`src/rtl/dlx_pkg.sv`:
```
// Shared definitions for the DLX fetch stage.
//   DLX_NOP       : all-zero word (opcode 0, func 0, Rd r0), used as the bubble
//   DLX_PC_INC    : byte increment between consecutive instruction words
//   fetch_state_t : fetch control state (RUN issues, FLUSH drains stale responses)
//   fetch_entry_t : prefetch buffer entry, instruction word plus its PC
package dlx_pkg;

    localparam logic [31:0] DLX_NOP    = 32'h0000_0000;
    localparam logic [31:0] DLX_PC_INC = 32'd4;

    typedef enum logic {
        RUN,
        FLUSH
    } fetch_state_t;

    typedef struct packed {
        logic [31:0] instr;
        logic [31:0] pc;
    } fetch_entry_t;

endpackage

```
`src/rtl/dlx_fetch_fifo.sv`:
```
// Prefetch buffer for the DLX fetch stage: synchronous FIFO of fetch_entry_t.
//   clk, reset_n : clock, synchronous active-low reset
//   flush_i      : empty the buffer (wins over push/pop in the same cycle)
//   push_i       : write push_data_i
//   pop_i        : drop the head entry (ignored when empty)
//   pop_data_o   : head entry, valid while empty_o is low
//   empty_o      : no entries held
//   count_o      : number of entries held (0..DEPTH)
// DEPTH must be a power of 2 so the pointers wrap naturally.
module dlx_fetch_fifo
    import dlx_pkg::*;
#(
    parameter int unsigned DEPTH = 2,
    localparam int unsigned AW   = $clog2(DEPTH),
    localparam int unsigned CW   = $clog2(DEPTH) + 1
) (
    input  logic          clk,
    input  logic          reset_n,
    input  logic          flush_i,
    input  logic          push_i,
    input  fetch_entry_t  push_data_i,
    input  logic          pop_i,
    output fetch_entry_t  pop_data_o,
    output logic          empty_o,
    output logic [CW-1:0] count_o
);

    fetch_entry_t  mem_q [DEPTH];
    logic [AW-1:0] wr_ptr_q;
    logic [AW-1:0] rd_ptr_q;
    logic [CW-1:0] count_q;
    logic          do_push;
    logic          do_pop;

    assign do_pop  = pop_i && (count_q != '0);
    // A push into a full buffer is accepted only when the head leaves in the same cycle.
    assign do_push = push_i && ((count_q != CW'(DEPTH)) || do_pop);

    always_ff @(posedge clk) begin
        if (!reset_n || flush_i) begin
            wr_ptr_q <= '0;
            rd_ptr_q <= '0;
            count_q  <= '0;
        end else begin
            if (do_push) begin
                mem_q[wr_ptr_q] <= push_data_i;
                wr_ptr_q        <= wr_ptr_q + 1'b1;
            end
            if (do_pop) begin
                rd_ptr_q <= rd_ptr_q + 1'b1;
            end
            count_q <= count_q + CW'(do_push) - CW'(do_pop);
        end
    end

    assign pop_data_o = mem_q[rd_ptr_q];
    assign empty_o    = (count_q == '0);
    assign count_o    = count_q;

endmodule

```
`src/rtl/dlx_fetch.sv`:
```
// DLX instruction-fetch stage. Owns the PC, issues in-order word requests over a
// req/gnt/rvalid memory port, buffers returned words and hands one instruction
// per cycle to the decoder, inserting NOP bubbles when nothing is available.
//   clk, reset_n          : clock, synchronous active-low reset
//   stall                 : hold the current decoder output
//   redirect_valid/_pc    : taken branch/jump, restart fetch at redirect_pc (bits [1:0] ignored)
//   imem_req/_addr/_gnt   : request channel, req & gnt issues one word fetch
//   imem_rvalid/_rdata    : in-order response channel
//   instr/_pc/_valid      : registered decoder-facing instruction, its PC, real-vs-bubble
// Optional: define DLX_FETCH_PERF_EN to add saturating counters perf_bubbles,
// perf_redirects and perf_dropped.
module dlx_fetch
    import dlx_pkg::*;
#(
    parameter logic [31:0] RESET_PC   = 32'h0000_0000,
    parameter int unsigned FIFO_DEPTH = 2
) (
    input  logic        clk,
    input  logic        reset_n,
    input  logic        stall,
    input  logic        redirect_valid,
    input  logic [31:0] redirect_pc,
    output logic        imem_req,
    output logic [31:0] imem_addr,
    input  logic        imem_gnt,
    input  logic        imem_rvalid,
    input  logic [31:0] imem_rdata,
    output logic [31:0] instr,
    output logic [31:0] instr_pc,
    output logic        instr_valid
`ifdef DLX_FETCH_PERF_EN
    ,
    output logic [31:0] perf_bubbles,
    output logic [15:0] perf_redirects,
    output logic [15:0] perf_dropped
`endif
);

    localparam int unsigned CW      = $clog2(FIFO_DEPTH) + 1;
    localparam logic [CW:0] DEPTH_W = (CW+1)'(FIFO_DEPTH);

    fetch_state_t  state_q, state_d;
    logic [31:0]   fetch_pc_q, fetch_pc_d;
    logic [31:0]   resp_pc_q, resp_pc_d;
    logic [CW-1:0] outstanding_q, outstanding_d;
    logic [CW-1:0] drop_q, drop_d;
    logic [31:0]   instr_q, instr_d;
    logic [31:0]   instr_pc_q, instr_pc_d;
    logic          instr_valid_q, instr_valid_d;

    logic          issue;
    logic          resp;
    logic          drop_resp;
    logic          push;
    logic          pop;
    logic          fifo_empty;
    logic [CW-1:0] fifo_count;
    fetch_entry_t  fifo_head;
    fetch_entry_t  fifo_in;
    logic [31:0]   redirect_aligned;
    logic          unused_redirect_lsbs;

    assign redirect_aligned     = {redirect_pc[31:2], 2'b00};
    assign unused_redirect_lsbs = ^redirect_pc[1:0];

    // Words in flight plus words buffered never exceed the buffer depth, so a
    // returning response always has room.
    assign imem_req  = reset_n && (state_q == RUN) && !redirect_valid &&
                       (({1'b0, outstanding_q} + {1'b0, fifo_count}) < DEPTH_W);
    assign imem_addr = fetch_pc_q;
    assign issue     = imem_req && imem_gnt;

    // A response with nothing outstanding (e.g. stale after reset) is ignored.
    assign resp      = imem_rvalid && (outstanding_q != '0);
    assign drop_resp = resp && ((drop_q != '0) || redirect_valid);
    assign push      = resp && !drop_resp;
    assign pop       = !redirect_valid && !stall && !fifo_empty;

    assign fifo_in.instr = imem_rdata;
    assign fifo_in.pc    = resp_pc_q;

    dlx_fetch_fifo #(
        .DEPTH (FIFO_DEPTH)
    ) u_fifo (
        .clk         (clk),
        .reset_n     (reset_n),
        .flush_i     (redirect_valid),
        .push_i      (push),
        .push_data_i (fifo_in),
        .pop_i       (pop),
        .pop_data_o  (fifo_head),
        .empty_o     (fifo_empty),
        .count_o     (fifo_count)
    );

    assign outstanding_d = outstanding_q + CW'(issue) - CW'(resp);

    always_comb begin
        state_d       = state_q;
        fetch_pc_d    = fetch_pc_q;
        resp_pc_d     = resp_pc_q;
        drop_d        = drop_q;
        instr_d       = instr_q;
        instr_pc_d    = instr_pc_q;
        instr_valid_d = instr_valid_q;

        if (issue) begin
            fetch_pc_d = fetch_pc_q + DLX_PC_INC;
        end
        if (push) begin
            resp_pc_d = resp_pc_q + DLX_PC_INC;
        end
        if (resp && (drop_q != '0)) begin
            drop_d = drop_q - 1'b1;
        end
        if ((state_q == FLUSH) && (drop_d == '0)) begin
            state_d = RUN;
        end

        // Output register is fed only from the buffer head, never from imem_rdata.
        if (!stall) begin
            if (!fifo_empty) begin
                instr_d       = fifo_head.instr;
                instr_pc_d    = fifo_head.pc;
                instr_valid_d = 1'b1;
            end else begin
                instr_d       = DLX_NOP;
                instr_valid_d = 1'b0;
            end
        end

        // Everything still in flight after this cycle belongs to the old path.
        if (redirect_valid) begin
            fetch_pc_d    = redirect_aligned;
            resp_pc_d     = redirect_aligned;
            drop_d        = outstanding_d;
            state_d       = (outstanding_d != '0) ? FLUSH : RUN;
            instr_d       = DLX_NOP;
            instr_valid_d = 1'b0;
        end
    end

    always_ff @(posedge clk) begin
        if (!reset_n) begin
            state_q       <= RUN;
            fetch_pc_q    <= RESET_PC;
            resp_pc_q     <= RESET_PC;
            outstanding_q <= '0;
            drop_q        <= '0;
            instr_q       <= DLX_NOP;
            instr_pc_q    <= '0;
            instr_valid_q <= 1'b0;
        end else begin
            state_q       <= state_d;
            fetch_pc_q    <= fetch_pc_d;
            resp_pc_q     <= resp_pc_d;
            outstanding_q <= outstanding_d;
            drop_q        <= drop_d;
            instr_q       <= instr_d;
            instr_pc_q    <= instr_pc_d;
            instr_valid_q <= instr_valid_d;
        end
    end

    assign instr       = instr_q;
    assign instr_pc    = instr_pc_q;
    assign instr_valid = instr_valid_q;

    rvalid_needs_outstanding: assert property (
        @(posedge clk) disable iff (!reset_n) imem_rvalid |-> (outstanding_q != '0)
    );

`ifdef DLX_FETCH_PERF_EN
    logic [31:0] perf_bubbles_q;
    logic [15:0] perf_redirects_q;
    logic [15:0] perf_dropped_q;

    always_ff @(posedge clk) begin
        if (!reset_n) begin
            perf_bubbles_q   <= '0;
            perf_redirects_q <= '0;
            perf_dropped_q   <= '0;
        end else begin
            if (!instr_valid_q && !stall && (perf_bubbles_q != '1)) begin
                perf_bubbles_q <= perf_bubbles_q + 1'b1;
            end
            if (redirect_valid && (perf_redirects_q != '1)) begin
                perf_redirects_q <= perf_redirects_q + 1'b1;
            end
            if (drop_resp && (perf_dropped_q != '1)) begin
                perf_dropped_q <= perf_dropped_q + 1'b1;
            end
        end
    end

    assign perf_bubbles   = perf_bubbles_q;
    assign perf_redirects = perf_redirects_q;
    assign perf_dropped   = perf_dropped_q;
`endif

endmodule

```
`config.mk`:
```
export PLATFORM = sky130hd
export DESIGN_NAME = dlx_fetch
export DESIGN_NICKNAME = d
export VERILOG_FILES = /design/src/rtl/dlx_pkg.sv /design/src/rtl/dlx_fetch_fifo.sv /design/src/rtl/dlx_fetch.sv
export SDC_FILE = /design/constraint.sdc
export NUM_CORES = 1
export LEC_CHECK = 0
export BUFFER_PORTS_ARGS = -buffer_cell sky130_fd_sc_hd__buf_2
export CORE_MARGIN = 3
export CORE_UTILIZATION = 50
export CTS_BUF_LIST = sky130_fd_sc_hd__clkbuf_16
export DETAILED_ROUTE_END_ITERATION = 8
export PLACE_DENSITY_LB_ADDON = 0.25
export RECOVER_POWER = 25
export SETUP_SLACK_MARGIN = 0.15
export SYNTH_ARGS = -nofsm -noshare
export SYNTH_HDL_FRONTEND = slang
export SYNTH_SLANG_ARGS = --single-unit
```
`constraint.sdc`:
```
create_clock -name clk -period 12.78 [get_ports clk]
set_clock_uncertainty 0.1 [all_clocks]
set_input_delay 2.556 -clock clk [delete_from_list [all_inputs] [get_ports clk]]
set_output_delay 2.556 -clock clk [all_outputs]
set_load 0.01 [all_outputs]
```
==> run metrics, run 1 <==
Net Sw Frac between 20 and 25%; crit-path cells buf_2, nand2b_2, nor4_1, buf_2; Ant. Diodes 0; drt wl/cell around 18 um; most frequent cells in the layout buf_2 (150), dfxtp_1 (132), edfxtp_1 (124), nor2_1 (90), a21oi_1 (43); distinct cell type count after synthesis 64; root buf cell clkbuf_16; Post-Synthesis Cells around 880; Post-route DRC 0; met3 Use GR 3.51%; DR pass1 iterations 5; met2 Track Usage GR a little under a third; Core Util, Final around three fifths; Primary FF master, synth dfxtp_1; clk buf depth 3; Floorplan Core Area ~20000 um2; most common cell after layout, fill and taps aside buf_2; Via density approximately 5.5; RSZ-0062 raised after global routing false; Worst Setup Path Type input pin to output pin; Hold Fails Final Rpt 0; crit path max fanout 35; CTS Buf Count 27; Async S/R FF share, synth 0%; share of post-route cells with drive strength above 1 ~24%; Worst-Margin Slew 1.02 ns; Critical Path Max Stage Delay between 0.3 and 0.4 ns; fin crit share between 40% and 50%; fmax approximately 160 MHz; area of the mapped netlist around 10000 um2; grt peak-use layer met2; first-pass GRT wire length between 30000 and 40000 um; Slew Viols, Final 0; GP Congestion about 0.86; setup violators final 0; Syn. warnings 0; Clk network pwr share between 40 and 50%; clk sinks between 200 and 300; # port buffers about 160; Fill cells 1639; largest net degree at the start of global routing 95; Mapped Avg Cell Area 11.8 um2; mux share of post-synthesis cell area between 6 and 7%; Die H roughly 150 um; Simple-Gate Fraction of Synth Area a little under an eighth; CTS tree yes; antenna viol nets, final 0; post-synthesis adder-cell area fraction under 10%; critical path capture point type output pin; Resized Gates After CTS 0; CP max-delay cell buf_2; EDFF count, synth around 120; Synth Area in Compound Gates 11.6%; Remaining Overflow, GRT 0; post-synthesis sequential area ratio between 60 and 70%; Worst Path Arrival 3.56 ns; nets 1098; insertion delay to the later sink of the worst-skew pair roughly 0.52 ns; cts hold-fix bufs 0; Syn-to-layout area delta 17.6%; Tot Pwr roughly 1.8 mW; vias in the first global route approximately 7000; Switch Pwr roughly 400 uW; Leak Pwr 4.35 nW; Critical Path RT between 10 and 15 ns; DRT Wirelength 22900 um; crit-path most repeated cell buf_2; CTS H-tree depth 1; via count around 7200; initial core utilization slightly above 50%; combinational fraction of design power 6.9%; outcome complete, no violations; P per Cell Area about 150 nW/um2; main combinational cell family by area after synthesis simple AND/OR/NAND/NOR gates; total negative slack 0 ns; GRT met1 Usage a little under a third; #FFs+latches synth approximately 260; sequential power share between 50% and 60%; total I/O pin count 168; global-route total usage across every layer between 20% and 30%; Initial DRC Count ~540; Die Wd 150 um; Power Internal 1.36 mW; Clk pin slew, worst setup/hold paths 0.06 ns; Slew headroom between 30% and 40%; startpoint types input pin; FP Rows 51; maximum VDD drop 0.110 mV; Hold Path Class flip-flop to flip-flop; XOR/XNOR Fraction of Synth Area between 3 and 4%; max_cap viols 0; initial antenna violation count 0; DP HPWL around 15000 um; die area 22400 um2; Tmin final 6.22 ns; post-CTS setup buffer count 0
==> kinds of logic after synthesis <==
kind of cell	Yosys count
flip-flops	257
AND/OR/NAND/NOR	239
AO/OA/AOI/OAI	183
buffers and inverters	79
multiplexers	65
XOR/XNOR	44
adder cells (fa/ha/maj)	8
other	1
==> worst paths after layout <==
check / from / to / slack [ns] / depth (start not counted)
max: redirect_valid / imem_req / 6.56 / 4
min: instr_pc[5] / instr_pc[5] / 0.39 / 2
max reg2reg: outstanding_q[0] / drop_q[1] / 9.03 / 11
min reg2reg: instr_pc[5] / instr_pc[5] / 0.39 / 2
==> power by group through the flow <==
stage	Clock [mW]	Sequential, mW	Combinational [mW]
after global routing	0.783	0.923	0.137
after CTS	0.743	0.919	0.124
after global placement	0	0.935	0.121
final	0.729	0.920	0.123
after detailed placement	0	0.937	0.123
after floorplan	0	0.934	0.0759
==> through the flow <==
step | cell area, um2 | hold WS (ns) | std cells | setup WS [ns]
4_1_cts | 12100 | 0.395 | 1306 | 6.54
5_1_grt | 12100 | 0.419 | 1306 | 6.46
2_1_floorplan | 10300 | 0.347 | 879 | 6.25
3_3_place_gp | 11300 | 0.364 | 1256 | 6.53
3_5_place_dp | 11300 | 0.381 | 1256 | 6.54
6_report | 12100 | 0.394 | 1306 | 6.56
==> synthesized netlist by cell type (6+ instances only) <==
cell / count / area share [%]
nand3_1: 32 / 1.6
buf_1: 10 / 0.36
nand4_1: 14 / 0.85
xnor2_1: 28 / 2.4
dfxtp_1: 133 / 26
and2_1: 7 / 0.42
o21ai_0: 33 / 1.6
a21oi_1: 43 / 2.1
and3_1: 6 / 0.36
a211oi_1: 34 / 2.5
clkbuf_1: 39 / 1.4
nor4_1: 6 / 0.36
a31oi_1: 7 / 0.42
ha_1: 7 / 0.85
inv_1: 18 / 0.65
nand2_1: 35 / 1.3
mux2_2: 32 / 3.5
nor2_1: 92 / 3.3
a22oi_1: 33 / 2.4
xor2_1: 16 / 1.4
edfxtp_1: 124 / 36
mux2i_1: 31 / 3.0
nor3_1: 18 / 0.87
==> final cells by class <==
cell class,count,area (um2),area share [%]
flip-flops and latches,257,6390,52.7
multi-input cells,543,3640,30.0
repair buffers,170,860,7.09
clock buffers,27,676,5.57
well taps,265,332,2.73
clock inverters,23,151,1.25
inverters,21,78.8,0.650
==> flip-flops by register name (all words and copies together), names as in the netlist, named ones only <==
name and cells:
state_q 1, instr_valid 1, instr_pc 30, resp_pc_q 30, imem_addr 30, instr 32, outstanding_q 2, u_fifo.count_o 2
u_fifo.rd_ptr_q 1, drop_q 2, u_fifo.wr_ptr_q 1, u_fifo.mem_q 124
==> metal layers <==
metal / wire length (um) / share of wire [%]
met5: 0 / 0
met4: 246 / 1.1
met3: 1420 / 6.2
met2: 10500 / 46
met1: 10700 / 47
==> critical path: cells and delay by family <==
kind          cells  cell delay [ns]
buf+inv           2             0.51
simple gates      2             0.49
Power figures use the tool's default switching activity.
==> run 2, diff against run 1 <==
==> constraint.sdc (replaced) <==
create_clock -name clk -period 5.7 [get_ports clk]
set_clock_uncertainty 0.1 [all_clocks]
set_input_delay 1.14 -clock clk [delete_from_list [all_inputs] [get_ports clk]]
set_output_delay 1.14 -clock clk [all_outputs]
set_load 0.01 [all_outputs]
==> run 2 against run 1 <==
Compared with the run above: via count fell by 0.43%; critical path depth grew 1; worst hold slack worse by 0.0095 ns; global-route usage shrank 0.17 points; wire length is 0.31% lower; worst setup slack worse by 4.8 ns; die area stayed put; clock-buffer cell count is 1 higher; critical endpoint unchanged; largest power group unchanged.
==> run metrics, run 2 (synthesis gave the netlist of run 1 again) <==
drt wl/cell ~17 um; DP HPWL between 10000 and 15000 um; fin crit share 69.3%; # port buffers around 160; total negative slack 0 ns; vias in the first global route 6905; Clk pin slew, worst setup/hold paths 0.06 ns; root buf cell clkbuf_16; insertion delay to the later sink of the worst-skew pair 0.52 ns; total I/O pin count around 170; initial core utilization between 50% and 60%; CTS Buf Count 26; share of post-route cells with drive strength above 1 24.2%; Slew headroom between 30% and 40%; Most flops, register u_fifo.mem_q; Area after DPL between 10000 and 15000 um2; Initial DRC Count 382; Die H 150 um; first-pass GRT wire length between 30000 and 40000 um; Worst-Margin Slew between 1 and 1.5 ns; Slew Viols, Final 0; area of the multi-input gates 3640 um2; GP Congestion 0.852; final hold slack about 0.38 ns; setup violators final 0; cts hold-fix bufs 0; Syn-to-layout area delta 18.0%; global-route total usage across every layer 20.0%; Fill cells approximately 1600; Worst Setup Path Type input pin to output pin; nets between 1000 and 1500; crit path max fanout 44; CTS tree yes; outcome complete, no violations; DRT Wirelength approximately 23000 um; post-CTS setup buffer count 0; Hold Fails Final Rpt 0; clk sinks around 260; Floorplan Core Area between 15000 and 20000 um2; antenna viol nets, final 0; most common cell after layout, fill and taps aside buf_2; Resized Gates After CTS 0; fmax approximately 250 MHz; Remaining Overflow, GRT 0; critical path capture point type output pin; most frequent cells in the layout buf_2 (149), dfxtp_1 (132), edfxtp_1 (124), nor2_1 (90), a21oi_1 (43); startpoint types input pin; FP Rows 51; P per Cell Area ~330 nW/um2; Tmin final between 3 and 4 ns; CTS H-tree depth 1; register area 6390 um2; via count 7192; Hold Path Class flip-flop to flip-flop; maximum VDD drop ~0.28 mV; max_cap viols 0; die area between 20000 and 25000 um2; Design Area, Final 12200 um2; largest net degree at the start of global routing 95; max FFs per register roughly 120; Via density 5.51; RSZ-0062 raised after global routing false; Critical Path RT 4.46 ns; clk buf depth 3; initial antenna violation count 0; Die Wd approximately 150 um; Leak Pwr about 4.4 nW; DR pass1 iterations 5; Post-route DRC 0; Worst Path Arrival between 2 and 3 ns
## run 2: final timing paths
kind | start | end | slack [ns] | cells past startpoint
worst max-delay path | redirect_valid | imem_req | 1.75 | 5
worst min-delay path | instr_valid | instr_valid | 0.38 | 2
worst max register to register | outstanding_q[0] | drop_q[1] | 2.31 | 12
worst min register to register | instr_valid | instr_valid | 0.38 | 2
## run 2: final cells by class
cell class | instances | share of cell area [%]
clock buffers | 28 | 5.76
inverters | 21 | 0.647
clock inverters | 20 | 1.24
diodes | 1 | 0.0206
repair buffers | 171 | 7.21
well taps | 265 | 2.72
multi-input cells | 543 | 29.9
flip-flops and latches | 257 | 52.5
## run 2: through the flow
stage	util (%)	power, mW	instances	setup WS (ns)
after floorplan	-	2.26	879	0.589
after global placement	57.1	2.37	1257	1.75
after detailed placement	57.1	2.38	1257	1.76
after CTS	61.4	4.04	1305	1.76
after global routing	61.3	4.15	1305	1.66
final	61.3	4.00	1306	1.75
## run 2: routing by layer
layer / vias to the layer above / GRT usage (%) / part of all wire [%]
met5: - / 0 / 0
met4: 0 / 5.03 / 1.8
li1: 3524 / - / -
met3: 33 / 3.76 / 6.8
met1: 3406 / 29.3 / 47
met2: 229 / 30.9 / 45
## run 2: power breakdown
group          internal, mW  switching (mW)
Sequential             2.00          0.0628
Clock                 0.976           0.681
Combinational         0.112           0.167
Total                  3.09           0.911
## run 2: worst max-delay path, cell delays in order
cell,delay [ns]
buf_2,0.53
nand2b_2,0.26
buf_4,0.47
nor4_1,0.11
buf_2,0.17
